`config.mk`:
```
export PLATFORM = sky130hd
export DESIGN_NAME = hlcp_ratio_ctrl
export DESIGN_NICKNAME = d
export VERILOG_FILES = /design/src/rtl/hlcp_pkg.sv /design/src/rtl/hlcp_ctrl_timer.sv /design/src/rtl/hlcp_ratio_ctrl.sv
export SDC_FILE = /design/constraint.sdc
export NUM_CORES = 1
export LEC_CHECK = 0
export ABC_CLOCK_PERIOD_IN_PS = 3500
export CAP_MARGIN = 15
export CORE_MARGIN = 4
export CORE_UTILIZATION = 45
export DETAILED_ROUTE_END_ITERATION = 10
export PLACE_DENSITY = 0.67
export SYNTH_ARGS = -nofsm -noshare
export SYNTH_HDL_FRONTEND = slang
export SYNTH_HIERARCHICAL = 1
export SYNTH_SLANG_ARGS = --single-unit
```
`constraint.sdc`:
```
create_clock -name sys_clk -period 3.5 [get_ports sys_clk]
set_input_delay 0.35 -clock sys_clk [delete_from_list [all_inputs] [get_ports sys_clk]]
set_output_delay 0.35 -clock sys_clk [all_outputs]
set_load 0.01 [all_outputs]
```
`src/rtl/hlcp_pkg.sv`:
```
// rtl/hlcp_pkg.sv - shared types and constants for the HLCP ratio controller
package hlcp_pkg;

  localparam int HLCP_RATIO_W        = 6;
  localparam int HLCP_MAX_DIV_PERIOD = 1024;

  localparam logic [HLCP_RATIO_W-1:0] HLCP_RESET_RATIO = 6'd9;

  typedef enum logic [2:0] {
    IDLE,
    DRAIN,
    LOAD,
    SETTLE,
    ACK
  } hlcp_state_e;

  function automatic int hlcp_max(input int a, input int b);
    return (a > b) ? a : b;
  endfunction

endpackage

```
`src/rtl/hlcp_ctrl_timer.sv`:
```
// rtl/hlcp_ctrl_timer.sv - loadable down-counter with zero flag
module hlcp_ctrl_timer #(
  parameter int W = 11
) (
  input  logic         sys_clk,
  input  logic         sys_resetb,
  input  logic         load,
  input  logic [W-1:0] load_val,
  input  logic         dec,
  output logic         zero
);

  logic [W-1:0] count_q;

  // Load wins over decrement; the count parks at zero rather than wrapping.
  always_ff @(posedge sys_clk or negedge sys_resetb) begin
    if (!sys_resetb) begin
      count_q <= '0;
    end else if (load) begin
      count_q <= load_val;
    end else if (dec && (count_q != '0)) begin
      count_q <= count_q - 1'b1;
    end
  end

  assign zero = (count_q == '0);

endmodule

```
`src/rtl/hlcp_ratio_ctrl.sv`:
```
// rtl/hlcp_ratio_ctrl.sv - run-time ck_ratio change sequencer and clk_r strobe counter
import hlcp_pkg::*;

module hlcp_ratio_ctrl #(
  parameter logic [HLCP_RATIO_W-1:0] RESET_RATIO = HLCP_RESET_RATIO,
  parameter int                      DRAIN_TO    = 1024,
  parameter int                      SETTLE_CYC  = 2048,
  parameter bit                      ALLOW_DIV1  = 1'b0,
  parameter int                      CNT_W       = 16
) (
  input  logic                    sys_clk,
  input  logic                    sys_resetb,
  input  logic                    sw_en,
  input  logic                    cfg_req,
  input  logic [HLCP_RATIO_W-1:0] cfg_ratio,
  output logic                    cfg_ack,
  output logic                    cfg_err,
  input  logic                    core_busy,
  input  logic                    clk_r,
  output logic [HLCP_RATIO_W-1:0] ck_ratio,
  output logic                    core_en,
  output logic                    ctrl_busy,
  output logic [CNT_W-1:0]        tick_cnt
);

  localparam int TIMER_W = $clog2(hlcp_max(DRAIN_TO, SETTLE_CYC));

  hlcp_state_e state_q, state_d;

  logic               err_q;
  logic               err_set;
  logic               err_val;
  logic               tmr_load;
  logic [TIMER_W-1:0] tmr_load_val;
  logic               tmr_dec;
  logic               tmr_zero;

  logic                    core_en_d;
  logic                    ctrl_busy_d;
  logic                    cfg_ack_d;
  logic                    cfg_err_d;
  logic [HLCP_RATIO_W-1:0] ck_ratio_d;
  logic [CNT_W-1:0]        tick_cnt_d;

  hlcp_ctrl_timer #(
    .W (TIMER_W)
  ) u_timer (
    .sys_clk    (sys_clk),
    .sys_resetb (sys_resetb),
    .load       (tmr_load),
    .load_val   (tmr_load_val),
    .dec        (tmr_dec),
    .zero       (tmr_zero)
  );

  always_ff @(posedge sys_clk or negedge sys_resetb) begin
    if (!sys_resetb) begin
      state_q   <= IDLE;
      err_q     <= 1'b0;
      core_en   <= 1'b0;
      ctrl_busy <= 1'b0;
      cfg_ack   <= 1'b0;
      cfg_err   <= 1'b0;
      ck_ratio  <= RESET_RATIO;
      tick_cnt  <= '0;
    end else begin
      state_q   <= state_d;
      if (err_set) begin
        err_q <= err_val;
      end
      core_en   <= core_en_d;
      ctrl_busy <= ctrl_busy_d;
      cfg_ack   <= cfg_ack_d;
      cfg_err   <= cfg_err_d;
      ck_ratio  <= ck_ratio_d;
      tick_cnt  <= tick_cnt_d;
    end
  end

  always_comb begin
    state_d      = state_q;
    err_set      = 1'b0;
    err_val      = 1'b0;
    tmr_load     = 1'b0;
    tmr_load_val = '0;
    tmr_dec      = 1'b0;
    unique case (state_q)
      IDLE: begin
        if (cfg_req) begin
          if ((cfg_ratio == '0) && !ALLOW_DIV1) begin
            state_d = ACK;
            err_set = 1'b1;
            err_val = 1'b1;
          end else if (cfg_ratio == ck_ratio) begin
            state_d = ACK;
            err_set = 1'b1;
          end else begin
            state_d      = DRAIN;
            tmr_load     = 1'b1;
            tmr_load_val = TIMER_W'(DRAIN_TO - 1);
          end
        end
      end
      DRAIN: begin
        // A busy core on the zero-count edge aborts rather than loads.
        if (!core_busy) begin
          state_d = LOAD;
        end else if (tmr_zero) begin
          state_d = ACK;
          err_set = 1'b1;
          err_val = 1'b1;
        end else begin
          tmr_dec = 1'b1;
        end
      end
      LOAD: begin
        state_d      = SETTLE;
        tmr_load     = 1'b1;
        tmr_load_val = TIMER_W'(SETTLE_CYC - 1);
      end
      SETTLE: begin
        if (tmr_zero) begin
          state_d = ACK;
          err_set = 1'b1;
        end else begin
          tmr_dec = 1'b1;
        end
      end
      ACK: begin
        if (!cfg_req) begin
          state_d = IDLE;
        end
      end
      default: state_d = IDLE;
    endcase
  end

  // Output next-values derive from the current state, so every output lags it by one edge.
  always_comb begin
    core_en_d   = ((state_q == IDLE) || (state_q == ACK)) ? sw_en : 1'b0;
    ctrl_busy_d = (state_q == DRAIN) || (state_q == LOAD) || (state_q == SETTLE);
    cfg_ack_d   = (state_q == ACK) && cfg_req;
    cfg_err_d   = cfg_ack_d && err_q;
    ck_ratio_d  = (state_q == LOAD) ? cfg_ratio : ck_ratio;
    if (state_q == LOAD) begin
      tick_cnt_d = '0;
    end else if (clk_r && !(&tick_cnt)) begin
      tick_cnt_d = tick_cnt + 1'b1;
    end else begin
      tick_cnt_d = tick_cnt;
    end
  end

endmodule
```
Word level (Yosys, flattened, before mapping)
Cells that the tools add are included.
{"block": "word_totals", "in_bits": 12, "word_cells": 66, "ff_bits": 41}
{"block": "classes", "n_eq_ne": 7, "n_mux": 32, "n_addsub": 2, "reduce_logical": 16}
{"cell": "$mux 16", "n": 2}
{"cell": "$mux 10", "n": 3}
{"cell": "$mux 11", "n": 2}
{"cell": "$pmux 11 s2", "n": 1}
{"cell": "$mux 3", "n": 6}
{"cell": "$add 16x1->16 const B", "n": 1}
{"cell": "$reduce_and 16->1", "n": 1}
{"cell": "$pmux 3 s5", "n": 1}
{"cell": "$mux 1", "n": 13}
{"cell": "$logic_not 11->1", "n": 1}
{"cell": "$reduce_bool 11->1", "n": 1}
{"cell": "$sub 11x1->11 const B", "n": 1}
{"cell": "$eq 3x2->1 const B", "n": 2}
{"cell": "$eq 6x6->1", "n": 1}
{"cell": "$logic_not 6->1", "n": 1}
{"cell": "$pmux 1 s2", "n": 3}
{"cell": "$logic_and 1x1->1", "n": 4}
{"cell": "$ne 2x2->1 const B", "n": 2}
{"cell": "$reduce_bool 2->1", "n": 2}
{"cell": "$eq 3x1->1 const B", "n": 1}
{"cell": "$eq 3x3->1 const B", "n": 1}
{"cell": "$logic_not 3->1", "n": 1}
{"cell": "$logic_or 1x1->1", "n": 3}
{"cell": "$pmux 1 s3", "n": 1}
{"cell": "other kinds (2)", "n": 2}

Longest topological paths before layout
Gate-level depths: netlist (run 1).
{"block": "depth", "depth_word": 7, "ltp_mapped": 9, "ltp_nobuf": 9}

By module
Netlist (run 1), hierarchy kept.
{"module": "hlcp_ratio_ctrl", "instances": 1, "cells_each": 150, "area_each_um2": 1567.8}
{"module": "hlcp_ctrl_timer", "instances": 1, "cells_each": 75, "area_each_um2": 706.9}

Worst setup path after synthesis (run 1)
Ideal clock, no wire load.
{"block": "synth_path", "path_type": "register to register", "startpoint": "register ck_ratio[0]", "endpoint": "register u_timer.count_q[4]", "required_ps": 3364, "setup_time_ps": 136, "t_arrival_ps": 2588, "path_buffers": 2, "stages_incl_launch_ff": 9, "slack_ps": 775, "cell_sequence": "dfstp_2 xor2_1 nor4_1 a31oi_1 a21oi_1 nor3_1 clkbuf_1 clkbuf_1 o21ai_0"}
{"block": "synth_between", "elab_chain_cells": 6, "word_cells_on_any_way": 11, "cone_classes": "eq/ne: 1; mux: 9; reduce/logical: 1"}
{"element": "start, declared", "line": "hlcp_ratio_ctrl.sv:20", "text": "output logic [HLCP_RATIO_W-1:0] ck_ratio,"}
{"element": "start signal, assigned", "line": "hlcp_ratio_ctrl.sv:75", "text": "ck_ratio <= ck_ratio_d;"}
{"element": "$eq 6x6->1 *", "line": "hlcp_ratio_ctrl.sv:94", "text": "end else if (cfg_ratio == ck_ratio) begin"}
{"element": "$mux 1 *", "line": "hlcp_ratio_ctrl.sv:94"}
{"element": "$mux 1 *", "line": "hlcp_ratio_ctrl.sv:90", "text": "if ((cfg_ratio == '0) && !ALLOW_DIV1) begin"}
{"element": "$mux 1 *", "line": "hlcp_ratio_ctrl.sv:89", "text": "if (cfg_req) begin"}
{"element": "$pmux 1 s2 *", "line": "hlcp_ratio_ctrl.sv:87", "text": "unique case (state_q)"}
{"element": "named net tmr_load", "line": "hlcp_ratio_ctrl.sv:33", "text": "logic tmr_load;"}
{"element": "$mux 11 or $reduce_bool 2->1 (tied branches)"}
{"element": "end signal, assigned", "line": "hlcp_ctrl_timer.sv:20", "text": "count_q <= load_val;"}
{"element": "end signal, assigned", "line": "hlcp_ctrl_timer.sv:22", "text": "count_q <= count_q - 1'b1;"}
{"element": "end, declared", "line": "hlcp_ctrl_timer.sv:13", "text": "logic [W-1:0] count_q;"}
Mark *: on every way through the listed nets, which the timed path passes. The rest lies on a longest branch.
A chain may end at the register's enable or synchronous reset.

Final worst setup path (run 1)
{"block": "layout_path", "startpoint": "register u_timer.count_q[0]", "endpoint": "register u_timer.count_q[8]"}
{"block": "layout_between", "elab_chain_cells": 6, "word_cells_on_any_way": 10, "cone_classes": "add/sub: 1; mux: 5; reduce/logical: 4"}
{"element": "$logic_not 11->1 *", "line": "hlcp_ctrl_timer.sv:26", "text": "assign zero = (count_q == '0);"}
{"element": "named net tmr_zero", "line": "hlcp_ratio_ctrl.sv:36", "text": "logic tmr_zero;"}
{"element": "$mux 1 *", "line": "hlcp_ratio_ctrl.sv:108, hlcp_ratio_ctrl.sv:122"}
{"element": "$mux 1", "line": "hlcp_ratio_ctrl.sv:106", "text": "if (!core_busy) begin"}
{"element": "$pmux 1 s2 *", "line": "hlcp_ratio_ctrl.sv:87"}
{"element": "named net tmr_dec", "line": "hlcp_ratio_ctrl.sv:35", "text": "logic tmr_dec;"}
{"element": "$logic_and 1x1->1 *", "line": "hlcp_ctrl_timer.sv:21", "text": "end else if (dec && (count_q != '0)) begin"}
{"element": "$reduce_bool 2->1 (no line) *"}
Mark *: on every way through the listed nets, which the timed path passes. The rest lies on a longest branch. The select of a mux whose other input is x is not followed.

==> impl_metrics.toml, run 1 <==
[worst_setup_path]
rrSetupSlack_ps = 620
required_ps = 3690
critPathTopFamily = "simple AND/OR/NAND/NOR gates"
cp.arrival_ps = 3060
cp_slowest_cell = "nor4b_2"
crit_buf_inv = 1
path_cells = "inv_1, ha_1, nor4b_4, and3_1, nor4b_2, nand4bb_1, a2111oi_0, xor2_1, mux2_2"
crit_fanout = 7
reg2reg_depth = 9
r2r_start = "u_timer/count_q[0]"
slowest_delay_ps = 600
r2r-end = "u_timer/count_q[8]"
criticalPathCategory = "reg2reg"
crit_path_end_kind = "flip-flop"
critPathLaunchType = "flip-flop"

[synth]
synth_edf_count = 0
ys_ff_latch = 41
synth_area_mm2 = 0.00227
yosysUniqueCellTypes = 50
yosys_warnings = 6
yosysMostFrequentCell = "dfrtp_1"
synth.avg_cell_area_um2 = 10.1
syn-num-nets = 239
yosysSeqAreaShare_pct = 45.2
synth_common_cells = "dfrtp_1 (39), nor2_1 (22), xor2_1 (18)"
synth.top_cell.area_share_pct = 42.9
synthCells = 225
yosys-top-cells-area = "dfrtp_1 (43%), xor2_1 (6.9%), nor2_1 (3.6%)"
synth_top_area_cell = "dfrtp_1"
synthFlopType = "dfrtp_1"
async_reset_ff_share_pct = 100

[global_routing]
antenna_found_initial = 0
grt_max_degree = 42
grt_pass1_wl_mm = 8.13
overflow = 0
track_usage_pct = 16.2
grt_pass1_vias = 1747

[clock_tree]
ctsRootBufferMaster = "clkbuf_8"
path_clk_slew_ps = 90
cts_tree = "built"
numClockSinks = 41
postCtsSetupRepairBufs = 0
clk_latency_ps = 290
ctsResizeCount = 0
clockBufferDepth = 2
hold_buffers = 0
cts_made_buffers = 5
cts-htree-levels = 2

[pwr]
cell_internal_pwr_mw = 1.23
pwr-share-comb_pct = 41.7
leakage_nw = 1.15
swShare_pct = 37.7
power.share.clock_pct = 18.9
ir_drop_uv = 423
p_switching_uw = 747
cellPowerDensity_mw_per_mm2 = 703
p_seq_share_pct = 39.4

[timing]
hold_viol_final = 0
fin_worst_skew_ps = 9.71
worst_pin_slew_ps = 897
fin_crit_sh_pct = 82.2
finalSetupViolCount = 0
layout_min_cycle_time_ps = 2880
slew_headroom_pct = 40.2
timing.final.ws_setup_ps = 622
slew_violations = 0
fmax_mhz = 347
setup-tns-final_ps = 0
rsz0062_at_grt = "no"

[floorplan]
die_area_mm2 = 0.00626
die_x_um = 79.1
core-area_mm2 = 0.00482
initial_core_util_pct = 47.2
num_io_pins = 38
die_h_um = 79.1
rows = 25

[detailed_routing]
drtIter0Drc = 80
wl_per_cell_um = 13.8
drc_errors = 0
ant_nets = 0
viasPerCell = 5.32
wirelength_mm = 4.56
first_pass_iters = 4
dr_total_vias = 1762

[job]
max-cap-violations = 0

[cells_and_area]
syn2layout_area_growth_pct = 23.8
multi_input_area_mm2 = 0.00120
diodes = 0
layout.nets = 277
final_layout_size_suffix_gt1_share_pct = 12.5
seqCellArea_mm2 = 0.00103
n_fill_cell = 436

[placement]
numPortBuffers = 37
dp_slack_ps = 624
gp_congestion = 0.825
post-dp-hpwl_mm = 3.24

[outcome]
status = "finished clean"

[min_path]
hp-class = "in2async"
area by class of cell:
type / instances / area share, %
Clock buffer: 6 / 2.58
Multi-Input combinational cell: 172 / 42.6
Inverter: 4 / 0.533
Clock inverter: 2 / 1.24
Sequential cell: 41 / 36.5
Timing Repair Buffer: 39 / 13.5
Tap cell: 67 / 2.98
worst max path at each step:
stage	startpoint	endpoint	slack, ps	cells past startpoint
2_1_floorplan	ck_ratio[0]	u_timer/count_q[4]	780	8
3_3_place_gp	u_timer/count_q[0]	u_timer/count_q[9]	780	9
3_5_place_dp	u_timer/count_q[0]	u_timer/count_q[8]	620	9
4_1_cts	u_timer/count_q[0]	u_timer/count_q[8]	600	9
5_1_grt	u_timer/count_q[0]	u_timer/count_q[8]	300	9
6_report	u_timer/count_q[0]	u_timer/count_q[8]	620	9
registers in the layout, summed over array words and instances (netlist names):
signal           cells
core_en              1
cfg_ack              1
ctrl_busy            1
err_q                1
state_q              3
cfg_err              1
tick_cnt            16
u_timer/count_q     11
ck_ratio             6
metrics by stage:
stage | area (um2) | util [%] | hold slack (ps) | instances | total power [mW]
CTS | 2820 | 58.5 | 218 | 331 | 2.00
global route | 2820 | 58.5 | 256 | 331 | 2.14
global placement | 2710 | 56.2 | 466 | 323 | 1.60
floorplan | 2270 | - | 54.4 | 225 | 1.35
detailed placement | 2710 | 56.2 | 478 | 323 | 1.62
finish | 2820 | 58.5 | 183 | 331 | 1.98
power by group through the flow:
stage               clock network (mW)  registers [mW]  logic [mW]
finish                           0.374           0.780       0.825
global route                     0.404           0.809       0.925
CTS                              0.388           0.781       0.833
detailed placement                   0           0.788       0.832
global placement                     0           0.785       0.816
floorplan                            0           0.760       0.589
cells in the final DEF (no fill, tap or decap), types with 2 or more instances in the layout:
cell             instances
a311oi_1                 2
buf_4                    2
o21ai_1                  3
inv_1                    4
xnor2_1                  6
nor3b_1                  2
or4b_1                   2
nor4_1                   2
or3_1                    4
nor3b_2                  2
and2_1                   3
a21oi_1                  8
dfrtp_1                 39
nand3_1                  9
nand4_1                  7
dfstp_2                  2
mux2_2                   7
a31oi_1                  3
o21ai_0                  8
o211ai_1                 2
nand2_1                 13
clkbuf_8                 5
a2111oi_2                2
xor2_1                  18
clkdlybuf4s50_1         36
nor2b_1                  2
and4_1                   3
o2111ai_1                2
and3_1                  10
nor3_2                   3
nor2_1                  22
ha_1                     2
nor3_1                   7
cell families (layout without fill, tap and decap cells):
| logic type | after synthesis | in the layout | share of synthesized area [%] |
|---|---|---|---|
| AOI/OAI and AO/OA | 40 | 40 | 12.3 |
| xor gates and xnor gates | 24 | 24 | 9.24 |
| DFF | 41 | 41 | 45.2 |
| muxes | 8 | 8 | 3.91 |
| adders and majority gates | 2 | 2 | 1.10 |
| and+or+nand+nor | 98 | 98 | 26.0 |
| buffers and inverters | 12 | 51 | 2.20 |
worst register-to-register path, delay by kind of cell (launching register included):
kind,cells,cell delay (ps)
AOI/OAI and AO/OA,1,500
xor gates and xnor gates,1,110
adders and majority gates,1,230
buffers and inverters,1,50
DFF,1,380
muxes,1,270
and+or+nand+nor,4,1230
layer usage:
metal  GRT usage, %  routed length [um]  vias to the layer above
met5              0                   0                        -
met1           22.7                2270                      813
met2           25.5                2070                       38
met4           4.64                  50                        0
met3           3.06                 176                        7
li1               -                   -                      904
No activity file was read; power rests on OpenSTA's default activity.
==> run 2: changes to the inputs <==
--- a/config.mk
+++ b/config.mk
@@ -5,12 +5,12 @@
 export SDC_FILE = /design/constraint.sdc
 export NUM_CORES = 1
 export LEC_CHECK = 0
-export ABC_CLOCK_PERIOD_IN_PS = 3500
+export ABC_CLOCK_PERIOD_IN_PS = 2600
 export CAP_MARGIN = 15
 export CORE_MARGIN = 4
 export CORE_UTILIZATION = 45
 export DETAILED_ROUTE_END_ITERATION = 10
-export PLACE_DENSITY = 0.67
+export PLACE_DENSITY = 0.7
 export SYNTH_ARGS = -nofsm -noshare
 export SYNTH_HDL_FRONTEND = slang
 export SYNTH_HIERARCHICAL = 1
==> constraint.sdc (replaced) <==
create_clock -name sys_clk -period 2.6 [get_ports sys_clk]
set_input_delay 0.26 -clock sys_clk [delete_from_list [all_inputs] [get_ports sys_clk]]
set_output_delay 0.26 -clock sys_clk [all_outputs]
set_load 0.01 [all_outputs]
==> run 2 against run 1 <==
  * Global-route usage is 1.4 points higher
  * Count of clock-buffer cells in the layout is 1 lower
  * Clock skew is 1.8 ps lower
  * Hold slack worse by 84 ps
  * Cell count is 5.1% higher
  * Flip-flop and latch count stayed put
  * First-iteration DRC count is 35% lower
  * Sequential share of layout area is 2.5 points lower
  * Sequential power is 37% higher
  * Power is 54% higher
  * Utilization is 4.3 points higher
  * Clock power is 62% higher
==> impl_metrics.toml, run 2 (synthesis gave the netlist of run 1 again) <==
[outcome]
status = "finished clean"

[detailed_routing]
dr_total_vias = 1901
wirelength_mm = 5.19
wl_per_cell_um = 14.9
drc_errors = 0
drtIter0Drc = 52
viasPerCell = 5.46
first_pass_iters = 4
ant_nets = 0

[placement]
place_area_mm2 = 0.00281
dp.cells = 335
gp_congestion = 0.847
post-dp-hpwl_mm = 3.51
dp_slack_ps = -334
numPortBuffers = 37

[clock_tree]
path_clk_slew_ps = 80
cts_tree = "built"
cts_made_buffers = 5
hold_buffers = 0
ctsRootBufferMaster = "clkbuf_8"
clk_latency_ps = 290
cts-htree-levels = 2
numClockSinks = 41
clockBufferDepth = 2

[floorplan]
initial_core_util_pct = 47.2
core-area_mm2 = 0.00482
die_x_um = 79.1
num_io_pins = 38
die_h_um = 79.1
rows = 25
die_area_mm2 = 0.00626

[cells_and_area]
stdcell_count = 348
n_fill_cell = 430
diodes = 0
final_area_mm2 = 0.00302
largestRegisters = "tick_cnt x16, u_timer/count_q x11, ck_ratio x6"
final_common_cell = "dfrtp_1"
syn2layout_area_growth_pct = 32.9
layout_common_cells = "dfrtp_1 (39), clkdlybuf4s50_1 (36), nor2_1 (22)"
layout.nets = 294
largest_reg_flops = 16
final_layout_size_suffix_gt1_share_pct = 18.9
top_register = "tick_cnt"

[global_routing]
grtUsageMet2_pct = 29.8
grt_most_used_layer = "met2"
grt_pass1_wl_mm = 8.77
track_usage_pct = 17.6
grt_max_degree = 42
overflow = 0
grt_util_met3_pct = 3.29
antenna_found_initial = 0
grt_pass1_vias = 1851
grtUsageMet1_pct = 22.8

[worst_setup_path]
reg2reg_depth = 9
cp.arrival_ps = 2670
required_ps = 2790
critPathLaunchType = "flip-flop"
crit_fanout = 5
criticalPathCategory = "reg2reg"
crit_path_end_kind = "flip-flop"

[timing]
fmax_mhz = 402
fin_crit_sh_pct = 95.7
fin_worst_skew_ps = 7.89
layout_min_cycle_time_ps = 2490
timing.final.ws_setup_ps = 111
slew_headroom_pct = 39.7
holdWs_ps = 98.4
setup-tns-final_ps = 0
hold_viol_final = 0
worst_pin_slew_ps = 905
finalSetupViolCount = 0
slew_violations = 0

[min_path]
hp-class = "in2async"

[pwr]
cellPowerDensity_mw_per_mm2 = 1010
ir_drop_uv = 580
leakage_nw = 1.26

[job]
max-cap-violations = 0
-- run 2: path summary, 6_finish.rpt --
path / from / to / slack (ps)
min reg2reg: err_q / cfg_err / 510
min: sys_resetb / tick_cnt[3] / 100
min in group sys_clk: err_q / cfg_err / 510
max: u_timer/count_q[0] / u_timer/count_q[9] / 110
max in group asynchronous: sys_resetb / cfg_ack / 1940
max reg2reg: u_timer/count_q[0] / u_timer/count_q[9] / 110
-- run 2: layout make-up --
type / instances / area (um2) / area share, %
inverter: 4 / 15.0 / 0.497
tap: 67 / 83.8 / 2.77
multi-input combinational: 173 / 1260 / 41.7
clock inverter: 3 / 65.1 / 2.15
timing repair buffer: 55 / 500 / 16.6
sequential: 41 / 1030 / 34.0
clock buffer: 5 / 68.8 / 2.28
-- run 2: metal layers --
| layer | vias up | routed length [um] |
|---|---|---|
| li1 | 944 | - |
| met5 | - | 0 |
| met3 | 8 | 192 |
| met2 | 44 | 2500 |
| met1 | 905 | 2380 |
| met4 | 0 | 120 |
-- run 2: power breakdown --
part | internal, mW | switching, mW
logic | 0.707 | 0.667
registers | 0.828 | 0.240
clock network | 0.382 | 0.225
total | 1.92 | 1.13
-- run 2: critical path: stages, from the launching register on --
cell and delay [ps]:
dfrtp_1 380, inv_1 50, ha_1 210, nor4b_4 140, and3_1 240, nor4b_4 320
or4b_4 520, a2111oi_4 290, xnor2_1 150, o21ai_1 70
-- run 2: repair_timing --
| action | 4_1_cts | 5_1_grt |
|---|---|---|
| pin swaps | 0 | 2 |
| resized for setup | 3 | 3 |
| endpoints found under the setup margin | 2 | 3 |
| cloned | 0 | 1 |
| setup buffers | 0 | 4 |
-- run 2: stage by stage --
| stage | util, % | power [mW] |
|---|---|---|
| floorplan | - | 1.83 |
| global placement | 58.3 | 2.29 |
| detailed placement | 58.3 | 2.31 |
| CTS | 61.3 | 2.95 |
| global route | 62.8 | 3.28 |
| finish | 62.8 | 3.05 |
